**src/rtl/stream_upsize_fifo.sv**
```systemverilog
// Narrow-to-wide stream packer with a first-word-fall-through output buffer; optional idle flush under STREAM_UPSIZE_TIMEOUT_EN.
// Latency: a word-completing beat is visible on m_valid_o one cycle after it is accepted.
// Backpressure: s_ready_o follows FIFO occupancy only; a full buffer stalls every input beat.
module stream_upsize_fifo #(
    parameter int T_DATA_WIDTH   = 8,
    parameter int T_DATA_RATIO   = 4,
    parameter int FIFO_DEPTH     = 4,
    parameter int TIMEOUT_CYCLES = 16
) (
    input  logic                                 clk,
    input  logic                                 rst,
    input  logic [T_DATA_WIDTH-1:0]              s_data_i,
    input  logic                                 s_last_i,
    input  logic                                 s_valid_i,
    output logic                                 s_ready_o,
    output logic [T_DATA_RATIO*T_DATA_WIDTH-1:0] m_data_o,
    output logic [T_DATA_RATIO-1:0]              m_keep_o,
    output logic                                 m_last_o,
    output logic                                 m_valid_o,
    input  logic                                 m_ready_i,
    output logic [$clog2(FIFO_DEPTH):0]          fifo_level_o
);
    localparam int OW = T_DATA_RATIO * T_DATA_WIDTH;
    localparam int CW = $clog2(T_DATA_RATIO);
    localparam int LW = $clog2(FIFO_DEPTH) + 1;
    localparam int EW = OW + T_DATA_RATIO + 1;

    if (T_DATA_RATIO < 2 || FIFO_DEPTH < 2 || (FIFO_DEPTH & (FIFO_DEPTH - 1)) != 0
        || TIMEOUT_CYCLES < 1) begin : g_bad_param
        $error("stream_upsize_fifo: illegal parameter set");
    end

    logic [CW-1:0]           cnt;
    logic [OW-1:0]           acc;
    logic [T_DATA_RATIO-1:0] kacc;
    logic [LW-1:0]           level;
    logic                    beat_acc;
    logic                    beat_done;
    logic                    flush;
    logic                    push_vld;
    logic [OW-1:0]           word_dat;
    logic [T_DATA_RATIO-1:0] word_keep;
    logic [EW-1:0]           push_dat;
    logic [EW-1:0]           pop_dat;

    assign s_ready_o = !rst && (level < LW'(FIFO_DEPTH));
    assign beat_acc  = s_valid_i && s_ready_o;
    assign beat_done = beat_acc && (s_last_i || cnt == CW'(T_DATA_RATIO - 1));

    // Current beat merged into the accumulator; unused slots stay zero because acc clears per word.
    always_comb begin
        word_dat  = acc;
        word_keep = kacc;
        word_dat[cnt*T_DATA_WIDTH +: T_DATA_WIDTH] = s_data_i;
        word_keep[cnt] = 1'b1;
    end

`ifdef STREAM_UPSIZE_TIMEOUT_EN
    localparam int TW = $clog2(TIMEOUT_CYCLES + 1);
    logic [TW-1:0] idle_cnt;
    logic          idle;

    // The flush fires on the edge that would take the counter to the threshold; it saturates while the FIFO is full.
    assign idle  = (cnt != '0) && !beat_acc;
    assign flush = idle && (idle_cnt >= TW'(TIMEOUT_CYCLES - 1)) && (level < LW'(FIFO_DEPTH));

    always_ff @(posedge clk) begin
        if (rst || beat_acc || flush) begin
            idle_cnt <= '0;
        end else if (idle && idle_cnt < TW'(TIMEOUT_CYCLES - 1)) begin
            idle_cnt <= idle_cnt + TW'(1);
        end
    end
`else
    assign flush = 1'b0;
`endif

    assign push_vld = beat_done || flush;
    assign push_dat = flush ? {1'b0, kacc, acc} : {s_last_i, word_keep, word_dat};

    always_ff @(posedge clk) begin
        if (rst || beat_done || flush) begin
            cnt  <= '0;
            acc  <= '0;
            kacc <= '0;
        end else if (beat_acc) begin
            cnt  <= cnt + CW'(1);
            acc  <= word_dat;
            kacc <= word_keep;
        end
    end

    stream_upsize_fifo_buf #(
        .W     (EW),
        .DEPTH (FIFO_DEPTH)
    ) u_buf (
        .clk      (clk),
        .rst      (rst),
        .push_vld (push_vld),
        .push_dat (push_dat),
        .pop_vld  (m_valid_o),
        .pop_rdy  (m_ready_i),
        .pop_dat  (pop_dat),
        .level    (level)
    );

    assign {m_last_o, m_keep_o, m_data_o} = pop_dat;
    assign fifo_level_o = level;
endmodule

// Generic first-word-fall-through FIFO; head data reads as zero while empty.
// Latency: a pushed entry is visible at the head the cycle after the push edge.
// Backpressure: pushes while full are dropped, so the writer must gate on level.
module stream_upsize_fifo_buf #(
    parameter int W     = 8,
    parameter int DEPTH = 4
) (
    input  logic                   clk,
    input  logic                   rst,
    input  logic                   push_vld,
    input  logic [W-1:0]           push_dat,
    output logic                   pop_vld,
    input  logic                   pop_rdy,
    output logic [W-1:0]           pop_dat,
    output logic [$clog2(DEPTH):0] level
);
    localparam int AW = $clog2(DEPTH);
    localparam int LW = AW + 1;

    logic [W-1:0]  mem [DEPTH];
    logic [AW-1:0] wr_ptr;
    logic [AW-1:0] rd_ptr;
    logic          push;
    logic          pop;

    assign pop_vld = (level != '0);
    assign pop_dat = pop_vld ? mem[rd_ptr] : '0;
    assign push    = push_vld && (level < LW'(DEPTH));
    assign pop     = pop_vld && pop_rdy;

    always_ff @(posedge clk) begin
        if (push) begin
            mem[wr_ptr] <= push_dat;
        end
    end

    always_ff @(posedge clk) begin
        if (rst) begin
            wr_ptr <= '0;
            rd_ptr <= '0;
            level  <= '0;
        end else begin
            if (push) wr_ptr <= wr_ptr + AW'(1);
            if (pop)  rd_ptr <= rd_ptr + AW'(1);
            if (push && !pop)      level <= level + LW'(1);
            else if (pop && !push) level <= level - LW'(1);
        end
    end
endmodule
```
**config.mk**
```make
export PLATFORM = sky130hd
export DESIGN_NAME = stream_upsize_fifo
export DESIGN_NICKNAME = d
export VERILOG_FILES = /design/src/rtl/stream_upsize_fifo.sv
export SDC_FILE = /design/constraint.sdc
export NUM_CORES = 1
export LEC_CHECK = 0
export ABC_CLOCK_PERIOD_IN_PS = 2130
export BUFFER_PORTS_ARGS = -buffer_cell sky130_fd_sc_hd__clkbuf_2
export CAP_MARGIN = 10
export CELL_PAD_IN_SITES_DETAIL_PLACEMENT = 1
export CELL_PAD_IN_SITES_GLOBAL_PLACEMENT = 1
export CORE_MARGIN = 5
export CORE_UTILIZATION = 40
export CTS_BUF_LIST = sky130_fd_sc_hd__clkbuf_4 sky130_fd_sc_hd__clkbuf_8
export CTS_CLUSTER_SIZE = 10
export DETAILED_ROUTE_END_ITERATION = 16
export PLACE_DENSITY_LB_ADDON = 0.1
export SLEW_MARGIN = 20
export SYNTH_ARGS = -nofsm -noshare
export SYNTH_HDL_FRONTEND = slang
export SYNTH_SLANG_ARGS = --single-unit
```
**constraint.sdc**
```tcl
create_clock -name clk -period 2.13 [get_ports clk]
set_input_delay 0.213 -clock clk [delete_from_list [all_inputs] [get_ports clk]]
set_output_delay 0.213 -clock clk [all_outputs]
set_load 0.05 [all_outputs]
```
==> reports/metrics.csv, run 1 <==
stage;metric;value;unit
clock_network;cts_tree;built;
min_path;hold_start;m_ready_i;
sta;period_minus_slack;2.201;ns
routing;drtIter0Drc;232;
grt;grt_start_max_net_pins;41;
pwr;p_per_area;1071;mW/mm^2
worst_setup_path;endpoint_kind;output port;
worst_setup_path;worstPathArrival;1.99;ns
pwr;peakVddDrop;979.2;uV
synthesis;synth_warnings;0;
routing;routed_wl;18.33;mm
cells_and_area;regArea;0.005395;mm^2
min_path;whs_path_depth;4;
worst_setup_path;rr_startpoint;cnt[0]$_SDFFE_PP0P_;
worst_setup_path;reg2regPathDepth;9;
synthesis;synth_top_area_cell;edfxtp_1;
sta;skew;0.01139;ns
synthesis;syn-instance-count;549;
sta;slew_headroom;63.79;%
cells_and_area;finalNonFillerCells;903;
cells_and_area;nFillCells;1992;
synthesis;syn-num-nets;576;
worst_setup_path;r2r-end;u_buf.level[2]$_SDFFE_PP0P_;
cells_and_area;antenna_cells;0;
grt;grt-busiest-layer;met2;
synthesis;yosys.area.top_type_share;54.35;%
grt;antenna_found_initial;0;
routing;ant_nets;0;
pwr;leakage;0.003291;uW
routing;avgViaCountPerCell;5.195;
grt;use_met2;26.83;%
worst_setup_path;crit_required;1.92;ns
place;gp_congestion;0.7461;
sta;finalHoldViolCount;0;
sta;finalSetupTns;-1.295;ns
die;io_pins;55;
synthesis;synth-seq-area-share;65.86;%
clock_network;clk_pin_slew;0.10;ns
clock_network;root_buffer;clkbuf_8;
die;die_h;153.0;um
sta;worstMarginPinSlew;0.5375;ns
cells_and_area;synthToLayoutAreaGrowth;20.50;%
sta;max_freq;0.4544;GHz
worst_setup_path;r2r_slack;0.11;ns
worst_setup_path;criticalPathCategory;reg -> out;
clock_network;insertion_delay;0.46;ns
grt;use_met1;20.62;%
clock_network;cts_buffers;17;
cells_and_area;layout.nets;648;
cells_and_area;drive_gt1_share;30.81;%
min_path;hold_end;u_buf.rd_ptr[0]$_SDFFE_PP0P_;
die;initial_utilization;40.54;%
synthesis;ys_top_cells_by_area;edfxtp_1, dfxtp_1, mux4_2;
grt;grt_pass1_vias;5018;
sta;rsz0062_at_grt;true;
die;rows;52;
die;die_x;153.0;um
routing;dr.pass1.iters;4;
sta;report.final.slew_viol_count;0;
clock_network;clock_sinks;195;
synthesis;yosysUniqueCellTypes;38;
clock_network;clk_path_buf_depth;2;
min_path;hp-class;in -> reg;
worst_setup_path;crit_path_max_fanout;6;
place;dp_cells;863;
sta;period_share;103.3;%
sta;setup_violations;31;
grt;grt_use_met3;3.647;%
cells_and_area;multiInputGateArea;0.002439;mm^2
routing;vias;4691;
grt;overflow;0;
flow_run;maxCapViolations;0;
routing;wl_per_cell;20.30;um
synthesis;syn_area;0.008177;mm^2
place;port_buffers;54;
synthesis;yosys_register_bits;195;
sta;setup_slack;-0.07082;ns
die;die-area;0.02340;mm^2
clock_network;htree_num_levels;4;
grt;grt_pass1_wl;28.46;mm
status;status;finished, violations left;
worst_setup_path;start_kind;flip-flop;
place;hpwl;11.11;mm
status;violations;negative setup slack;
die;core;0.02017;mm^2
grt;grt_usage;15.80;%
routing;drc;0;
synthesis;syn_avg_cell_area;14.89;um^2
[cell usage in the layout (no fill, tap or decap), types with 17 or more instances in the layout]
cell	Yosys	final
mux4_2	35	37
clkbuf_8	0	30
o21ai_0	34	34
edfxtp_1	148	148
dfxtp_1	47	41
nor2_1	44	44
nand2_1	34	34
buf_12	1	23
nor2b_1	28	18
clkbuf_2	4	17
buf_4	15	29
a32oi_1	32	32
inv_1	40	40
[timing repair]
| action | CTS | global route |
|---|---|---|
| hold endpoints to repair | 4 | 0 |
| gates resized for setup | 72 | 16 |
| endpoints found under the setup margin | 38 | 66 |
| cloned | 3 | 1 |
| setup buffers | 2 | 3 |
| hold buffers | 1 | 0 |
[Yosys cell counts, drive strengths merged]
library cell,n
nor2b,28
or3,2
nand4bb,4
a21oi,5
fa,1
a32oi,32
o21ai,35
xor2,3
edfxtp,148
o211ai,1
dfxtp,47
and2b,9
nor2,44
clkbuf,12
mux4,37
and4bb,3
nand2,34
nand3,2
or2,5
xnor2,1
nand2b,1
o31ai,2
nor3b,1
and3,4
and4b,1
ha,13
buf,30
mux2i,2
inv,40
nor3,2
[routing by layer]
metal	share of wire [%]	wire, um	vias to the layer above
met5	0	0	-
met4	1.1	195	0
met3	2.5	450	14
met2	50	9223	61
met1	46	8463	2452
li1	-	-	2164
[how the worst max path moves through the flow]
stage	startpoint	slack [ns]	end
after floorplan	u_buf.level[2]$_SDFFE_PP0P_	0.04	u_buf.level[2]$_SDFFE_PP0P_
after global placement	cnt[1]$_SDFFE_PP0P_	0.06	u_buf.level[2]$_SDFFE_PP0P_
after detailed placement	cnt[1]$_SDFFE_PP0P_	0.02	u_buf.level[2]$_SDFFE_PP0P_
after CTS	flip-flop	-0.12	m_data_o[10]
after global routing	flip-flop	-0.15	m_data_o[20]
final	flip-flop	-0.07	m_data_o[20]
[critical path, cell delays in order (launching register included)]
cell and delay (ns):
dfxtp_4 0.41, buf_12 0.12, buf_12 0.13, mux4_2 0.50, and2b_1 0.20, buf_8 0.15
[layout make-up]
type | instances | share of cell area (%)
Clock inverter | 11 | 1.092
Tap cell | 270 | 3.429
Inverter | 40 | 1.524
Clock buffer | 20 | 2.603
Sequential cell | 195 | 54.76
Multi-Input combinational cell | 272 | 24.75
Timing Repair Buffer | 95 | 11.85
[registers in the layout (all words and copies together) (netlist names), named ones only]
name          count
acc              32
u_buf.rd_ptr      2
kacc              4
u_buf.level       3
u_buf.mem       148
u_buf.wr_ptr      2
cnt               2
[power breakdown]
group          switching (uW)  total (uW)  internal [uW]  leakage, uW
Clock                    1270        2240            968     0.000179
Sequential               83.2        4340           4260      0.00169
Combinational            2250        3970           1730      0.00142
Total                    3610       10600           6950      0.00329
[cells by family (layout without fill, tap and decap cells)]
kind of cell | count (synthesis) | count (layout) | share of synthesized area [%]
flip-flops | 195 | 195 | 65.86
AND/OR/NAND/NOR | 140 | 140 | 9.212
buffers and inverters | 82 | 166 | 5.585
AO/OA/AOI/OAI | 75 | 75 | 6.151
multiplexers | 39 | 39 | 10.53
adder cells (fa/ha/maj) | 14 | 14 | 2.234
XOR/XNOR | 4 | 4 | 0.4285
[metrics by stage]
stage / instance area [um^2] / power [uW] / worst slack [ns] / hold slack (ns) / util [%]
floorplan: 8192 / 6688 / 0.04215 / 0.3119 / -
global placement: 9014 / 7747 / 0.06242 / 0.4108 / 44.69
detailed placement: 9014 / 7796 / 0.02117 / 0.4200 / 44.69
CTS: 9783 / 10580 / -0.1233 / 0.1163 / 48.50
global route: 9853 / 11020 / -0.1495 / 0.1266 / 48.85
finish: 9853 / 10560 / -0.07082 / 0.1377 / 48.85
Note: power is estimated with default switching activity, not from simulation.
==> inputs of run 2 (changes only) <==
--- a/config.mk
+++ b/config.mk
@@ -10,13 +10,13 @@
 export CAP_MARGIN = 10
 export CELL_PAD_IN_SITES_DETAIL_PLACEMENT = 1
 export CELL_PAD_IN_SITES_GLOBAL_PLACEMENT = 1
-export CORE_MARGIN = 5
 export CORE_UTILIZATION = 40
 export CTS_BUF_LIST = sky130_fd_sc_hd__clkbuf_4 sky130_fd_sc_hd__clkbuf_8
 export CTS_CLUSTER_SIZE = 10
 export DETAILED_ROUTE_END_ITERATION = 16
 export PLACE_DENSITY_LB_ADDON = 0.1
-export SLEW_MARGIN = 20
+export SLEW_MARGIN = 15
 export SYNTH_ARGS = -nofsm -noshare
 export SYNTH_HDL_FRONTEND = slang
+export SYNTH_HIERARCHICAL = 1
 export SYNTH_SLANG_ARGS = --single-unit
==> reports/metrics.csv, run 2 <==
stage;metric;value;unit;change
sta;max_freq;0.4583;GHz;+0.87%
cells_and_area;final_cell_mix;edfxtp_1, dfxtp_1, buf_12, mux4_2, nor2_1;;
worst_setup_path;worstPathArrival;1.97;ns;-0.02 ns
sta;report.final.slew_viol_count;0;;unchanged
cells_and_area;drive_gt1_share;37.26;%;+6.5 points
clock_network;clk_pin_slew;0.09;ns;about the same
clock_network;htree_num_levels;4;;unchanged
sta;finalSetupTns;-0.5562;ns;+0.7386 ns
grt;grt_pass1_wl;27.88;mm;-2.0%
worst_setup_path;crit_family;multiplexers;;
synthesis;syn-instance-count;492;;-10%
grt;grt_pass1_vias;4876;;-2.8%
grt;grt_usage;18.85;%;+3.1 points
clock_network;root_buffer;clkbuf_8;;
cells_and_area;final_common_cell;edfxtp_1;;
status;violations;negative setup slack;;
die;rows;51;;-1.9%
place;port_buffers;54;;unchanged
routing;drtIter0Drc;244;;+5.2%
place;placed_cell_area;0.009284;mm^2;+3.0%
worst_setup_path;endpoint_kind;output port;;
worst_setup_path;start_kind;flip-flop;;
synthesis;yosys_register_bits;195;;unchanged
sta;slew_headroom;63.19;%;-0.59 points
routing;drc;0;;unchanged
worst_setup_path;crit_path_max_fanout;7;;+1
synthesis;yosys.area.top_type_share;55.69;%;+1.3 points
synthesis;syn_avg_cell_area;16.22;um^2;+8.9%
routing;vias;4519;;-3.7%
grt;grt_start_max_net_pins;41;;unchanged
worst_setup_path;crit_required;1.92;ns;about the same
die;io_pins;55;;unchanged
synthesis;async_reset_ff_share;0;%;unchanged
synthesis;syn_area;0.007980;mm^2;-2.4%
cells_and_area;layout.nets;599;;-7.6%
die;die-area;0.02052;mm^2;-12%
die;initial_utilization;40.87;%;+0.33 points
die;die_x;143.2;um;-6.4%
sta;finalHoldViolCount;0;;unchanged
worst_setup_path;path_cells;buf_12 > buf_16 > mux4_2 > nor2b_1 > buf_12;;
place;gp_congestion;0.7264;;-2.6%
worst_setup_path;r2r_slack;0.04;ns;-0.07 ns
worst_setup_path;crit_slowest_cell;mux4_2;;
clock_network;insertion_delay;0.46;ns;about the same
synthesis;ys_top_cells_by_area;edfxtp_1, dfxtp_1, mux4_2;;
sta;rsz0062_at_grt;true;;
worst_setup_path;criticalPathCategory;reg -> out;;
synthesis;yosys-top-cells-count;edfxtp_1, dfxtp_1, nor2b_1;;
clock_network;clk_path_buf_depth;2;;unchanged
sta;skew;0.01067;ns;-0.0007196 ns
status;status;finished, violations left;;
synthesis;synth_warnings;6;;+6
clock_network;cts_buffers;17;;unchanged
synthesis;synth_top_area_cell;edfxtp_1;;
pwr;peakVddDrop;1382;uV;+41%
synthesis;synth_most_common_cell;edfxtp_1;;
worst_setup_path;cp_common_cell;buf_12;;
synthesis;synth_edf_count;148;;unchanged
min_path;hp-class;in -> reg;;
cells_and_area;largest_register;u_buf/mem;;
clock_network;clock_sinks;195;;unchanged
min_path;whs_path_depth;2;;-2
synthesis;yosysUniqueCellTypes;38;;unchanged
synthesis;synth-seq-area-share;67.48;%;+1.6 points
sta;setup_violations;21;;-32%
sta;setup_slack;-0.05182;ns;+0.01901 ns
sta;period_share;102.4;%;-0.89 points
worst_setup_path;rr_startpoint;u_buf/level[2]$_SDFFE_PP0P_;;
cells_and_area;fin_area;0.01003;mm^2;+1.8%
synthesis;syn-num-nets;519;;-9.9%
worst_setup_path;critical_path_buf_inv_count;3;;unchanged
routing;ant_nets;0;;unchanged
die;core;0.01953;mm^2;-3.2%
worst_setup_path;reg2regPathDepth;9;;unchanged
routing;routed_wl;17.63;mm;-3.8%
cells_and_area;reg.largest.list;u_buf/mem (148), acc (32), kacc (4);;
cells_and_area;antenna_cells;0;;unchanged
pwr;p_per_area;1348;mW/mm^2;+26%
place;hpwl;10.66;mm;-4.0%
routing;avgViaCountPerCell;5.316;;+2.3%
worst_setup_path;max_stage_delay;0.49;ns;about the same
cells_and_area;synthToLayoutAreaGrowth;25.67;%;
min_path;hold_start;s_last_i;;
die;die_h;143.2;um;-6.4%
grt;antenna_found_initial;0;;unchanged
routing;dr.pass1.iters;4;;unchanged
worst_setup_path;r2r-end;u_buf/level[2]$_SDFFE_PP0P_;;
routing;wl_per_cell;20.74;um;+2.2%
grt;overflow;0;;unchanged
synthesis;synthFlopType;edfxtp_1;;
flow_run;maxCapViolations;0;;unchanged
sta;period_minus_slack;2.182;ns;-0.01901 ns
min_path;hold_end;u_buf/mem[2][36]$_DFFE_PP_;;
sta;worstMarginPinSlew;0.5464;ns;+0.008815 ns
clock_network;cts_tree;built;;
cells_and_area;largest_reg_flops;148;;unchanged
pwr;leakage;0.003418;uW;+3.9%
worst_setup_path;crit_cells;5;;unchanged
## run 2: cell count changes in the layout (fill, tap and decap cells not counted), sizes merged, moves of 13 or more
cell   delta
a22o     +32
nor2b    +13
nand2    -21
a32oi    -14
inv      -22
nor2     -14
o21ai    -25
## run 2: through the flow
step                      total power [uW]  std cells  hold slack [ns]  worst slack [ns]  util [%]
after CTS                            13570        848          0.07345           -0.1023     50.72
final                                13520        850           0.1235          -0.05182     51.36
after global placement               10640        812           0.4101          -0.02428     47.55
after detailed placement             10710        812           0.4171          -0.08217     47.55
after floorplan                       8132        492           0.3119           -0.2621         -
after global routing                 14100        850          0.08945           -0.1276     51.36
## run 2: layout make-up
class,instances,area (um^2)
Clock buffer,19,261.5
Clock inverter,13,148.9
Fill cell,1863,9498
Inverter,18,75.07
Multi-Input combinational cell,246,2576
Sequential cell,195,5398
Tap cell,265,331.6
Timing Repair Buffer,94,1237
## run 2: how the worst max path moves through the flow
stage                                start  slack (ns)                          end
2_1_floorplan  u_buf/level[2]$_SDFFE_PP0P_       -0.26  u_buf/level[2]$_SDFFE_PP0P_
3_3_place_gp           cnt[1]$_SDFFE_PP0P_       -0.02  u_buf/level[2]$_SDFFE_PP0P_
3_5_place_dp           cnt[1]$_SDFFE_PP0P_       -0.08  u_buf/level[2]$_SDFFE_PP0P_
4_1_cts                          flip-flop       -0.10                 m_data_o[27]
5_1_grt                          flip-flop       -0.13                  m_keep_o[1]
6_report                         flip-flop       -0.05                 m_data_o[12]
## run 2: worst reg2reg max path, delay by kind of cell, from the launching register on
family,cells,cell delay (ns)
AO/OA/AOI/OAI,2,0.35
adder cells (fa/ha/maj),2,0.47
AND/OR/NAND/NOR,1,0.33
buffers and inverters,3,0.36
XOR/XNOR,1,0.16
flip-flops,1,0.37
## run 2: timing repair
| action | CTS | global route |
|---|---|---|
| hold buffers | 0 | 0 |
| hold endpoints to repair | 0 | 0 |
| buffers inserted | 2 | 2 |
| gates resized for setup | 31 | 26 |
| pin swaps | 0 | 2 |
| endpoints found under the setup margin | 78 | 82 |
| cloned | 2 | 0 |
## run 2: logic make-up after synthesis
| family | count (synthesis) | share of synthesized area (%) |
|---|---|---|
| DFF | 195 | 67.48 |
| and+or+nand+nor | 111 | 8.137 |
| AOI/OAI and AO/OA | 78 | 7.683 |
| buffers and inverters | 51 | 3.277 |
| muxes | 39 | 10.69 |
| adders and majority gates | 14 | 2.289 |
| xor gates and xnor gates | 4 | 0.4391 |
## run 2: power by group
part           internal (uW)  leakage (uW)  switching [uW]  total [uW]
registers               4280       0.00174            88.3        4370
logic                   2990       0.00147            3720        6710
clock network           1120      0.000199            1320        2440
## run 2: metal layers
| layer | up-vias | share of wire [%] | track usage, % |
|---|---|---|---|
| li1 | 2057 | - | - |
| met1 | 2374 | 45 | 24.57 |
| met2 | 71 | 51 | 31.78 |
| met3 | 17 | 2.6 | 3.219 |
| met4 | 0 | 1.4 | 6.607 |
| met5 | - | 0 | 0 |
==> inputs of run 3 (changes only) <==
--- a/config.mk
+++ b/config.mk
@@ -18,5 +18,4 @@
 export SLEW_MARGIN = 15
 export SYNTH_ARGS = -nofsm -noshare
 export SYNTH_HDL_FRONTEND = slang
-export SYNTH_HIERARCHICAL = 1
 export SYNTH_SLANG_ARGS = --single-unit
==> reports/metrics.csv, run 3 (same netlist as run 1, synthesis figures left out) <==
stage;metric;value;unit;change
clock_network;clk_pin_slew;0.09;ns;about the same
clock_network;clock_sinks;195;;unchanged
sta;setup_slack;-0.08046;ns;-0.02864 ns
routing;avgViaCountPerCell;5.260;;-1.1%
sta;hold_slack;0.1101;ns;-0.01344 ns
pwr;sequentialPowerShare;40.5;%;+8.2 points
grt;grt_pass1_wl;29.26;mm;+4.9%
cells_and_area;final_cell_mix;edfxtp_1, nor2_1, dfxtp_1, inv_1, mux4_2;;
clock_network;clk_path_buf_depth;2;;unchanged
place;hpwl;11.18;mm;+4.9%
routing;wl_per_cell;20.85;um;+0.51%
status;violations;negative setup slack;;
clock_network;insertion_delay;0.48;ns;+0.02 ns
pwr;p_sw;3636;uW;-29%
min_path;hp-class;in -> reg;;
status;status;finished, violations left;;
worst_setup_path;critical_path_buf_inv_count;3;;unchanged
pwr;peakVddDrop;641.2;uV;-54%
cells_and_area;antenna_cells;0;;unchanged
sta;setup_violations;32;;+52%
cells_and_area;fin_area;0.009824;mm^2;-2.0%
cells_and_area;drive_gt1_share;30.63;%;-6.6 points
worst_setup_path;crit_path_max_fanout;5;;-2
pwr;p_per_area;1092;mW/mm^2;-19%
place;gp_congestion;0.7334;;+0.96%
sta;period_minus_slack;2.210;ns;+0.02864 ns
place;port_buffers;54;;unchanged
cells_and_area;layout.nets;644;;+7.5%
routing;dr.pass1.iters;4;;unchanged
pwr;sw_frac_of_total;33.90;%;-4.0 points
pwr;power.total;10730;uW;-21%
worst_setup_path;crit_slowest_cell;mux4_2;;
sta;skew;0.01560;ns;+0.004930 ns
routing;vias;4708;;+4.2%
place;placed_cell_area;0.009020;mm^2;-2.8%
die;rows;51;;unchanged
clock_network;htree_num_levels;4;;unchanged
flow_run;maxCapViolations;0;;unchanged
sta;report.final.slew_viol_count;0;;unchanged
die;die-area;0.02102;mm^2;+2.4%
worst_setup_path;max_stage_delay;0.48;ns;about the same
pwr;leakage;0.003262;uW;-4.6%
routing;drc;0;;unchanged
cells_and_area;largest_register;u_buf.mem;;
worst_setup_path;criticalPathCategory;reg -> out;;
grt;grt_start_max_net_pins;41;;unchanged
sta;slew_headroom;63.68;%;+0.49 points
routing;drtIter0Drc;263;;+7.8%
cells_and_area;nFillCells;1895;;+1.7%
grt;overflow;0;;unchanged
pwr;p_comb_share;35.9;%;-14 points
worst_setup_path;crit_family;multiplexers;;
sta;period_share;103.8;%;+1.3 points
cells_and_area;reg.largest.list;u_buf.mem (148), acc (32), kacc (4);;
cells_and_area;synthToLayoutAreaGrowth;20.15;%;
worst_setup_path;start_kind;flip-flop;;
cells_and_area;final_common_cell;edfxtp_1;;
cells_and_area;utilization;49.83;%;-1.5 points
sta;max_freq;0.4524;GHz;-1.3%
die;initial_utilization;41.47;%;+0.60 points
pwr;intPower;7090;uW;-16%
routing;ant_nets;0;;unchanged
die;die_h;145.0;um;+1.2%
die;die_x;145.0;um;+1.2%
worst_setup_path;path_cells;buf_12 > buf_16 > mux4_2 > and2b_1 > buf_8;;
worst_setup_path;worstPathArrival;2.00;ns;+0.03 ns
grt;grt_usage;18.67;%;-0.18 points
sta;worstMarginPinSlew;0.5392;ns;-0.007204 ns
routing;routed_wl;18.66;mm;+5.8%
cells_and_area;largest_reg_flops;148;;unchanged
grt;antenna_found_initial;0;;unchanged
die;io_pins;55;;unchanged
sta;finalHoldViolCount;0;;unchanged
grt;grt_pass1_vias;5102;;+4.6%
worst_setup_path;endpoint_kind;output port;;
worst_setup_path;crit_required;1.92;ns;about the same
sta;rsz0062_at_grt;true;;
clock_network;cts_tree;built;;
pwr;clock_power_share;23.6;%;+5.5 points
die;core;0.01972;mm^2;+0.98%
clock_network;root_buffer;clkbuf_8;;
clock_network;cts_buffers;17;;unchanged
## run 3: changes by cell type in the layout (fill, tap and decap cells not counted), moves of 10 or more
cell      before  now
a22o_1        24    0
a32oi_1       18   32
buf_12        38   21
clkbuf_8      19   29
inv_1         15   40
nand2_1       13   34
nor2_1        29   44
o21ai_0        9   29
## run 3: worst reg2reg max path: cells and delay by family (launching register included)
kind | cells | cell delay [ns]
AOI/OAI and AO/OA | 1 | 0.12
xor gates and xnor gates | 1 | 0.16
adders and majority gates | 3 | 0.70
buffers and inverters | 1 | 0.06
DFF | 1 | 0.37
and+or+nand+nor | 3 | 0.60
## run 3: path summary, 6_finish.rpt
kind | start | to | slack [ns] | cells after the start
worst max register to register | cnt[1]$_SDFFE_PP0P_ | u_buf.level[2]$_SDFFE_PP0P_ | 0.07 | 9
worst min register to register | kacc[3]$_SDFFE_PP0P_ | kacc[3]$_SDFFE_PP0P_ | 0.44 | 2
worst max-delay path | flip-flop | m_data_o[19] | -0.08 | 5
worst min-delay path | rst | u_buf.wr_ptr[1]$_SDFFE_PP0P_ | 0.11 | 3
## run 3: area by class of cell
class / instances / area (um^2) / share of cell area (%)
flip-flops and latches: 195 / 5395 / 54.92
multi-input cells: 272 / 2431 / 24.75
repair buffers: 91 / 1096 / 11.16
well taps: 265 / 331.6 / 3.375
clock buffers: 18 / 241.5 / 2.458
clock inverters: 14 / 178.9 / 1.821
inverters: 40 / 150.1 / 1.528
## run 3: power groups by stage
stage	Sequential, uW	Clock [uW]	Combinational, uW
finish	4340	2530	3850
global route	4360	2710	4050
CTS	4340	2590	3810
detailed placement	4420	0	3370
global placement	4410	0	3330
floorplan	4450	0	2240
## run 3: layer usage
metal / vias up / part of all wire, % / GRT usage [%]
met5: - / 0 / 0
li1: 2162 / - / -
met4: 0 / 1.4 / 6.383
met3: 21 / 2.9 / 3.176
met1: 2453 / 44 / 23.67
met2: 72 / 52 / 32.24
## run 3: through the flow
stage	cells	setup slack [ns]	setup TNS, ns
2_1_floorplan	549	0.04215	0
3_3_place_gp	858	0.03711	0
3_5_place_dp	858	-0.02522	-0.02522
4_1_cts	895	-0.1144	-2.813
5_1_grt	895	-0.1625	-4.490
6_report	895	-0.08046	-1.026
## run 3: what timing repair did
item,in CTS,in global routing
resized for setup,60,27
cloned,2,0
endpoints found under the hold margin,4,0
hold buffers,1,0
buffers inserted,2,0
pin swaps,0,3
endpoints found under the setup margin,38,58
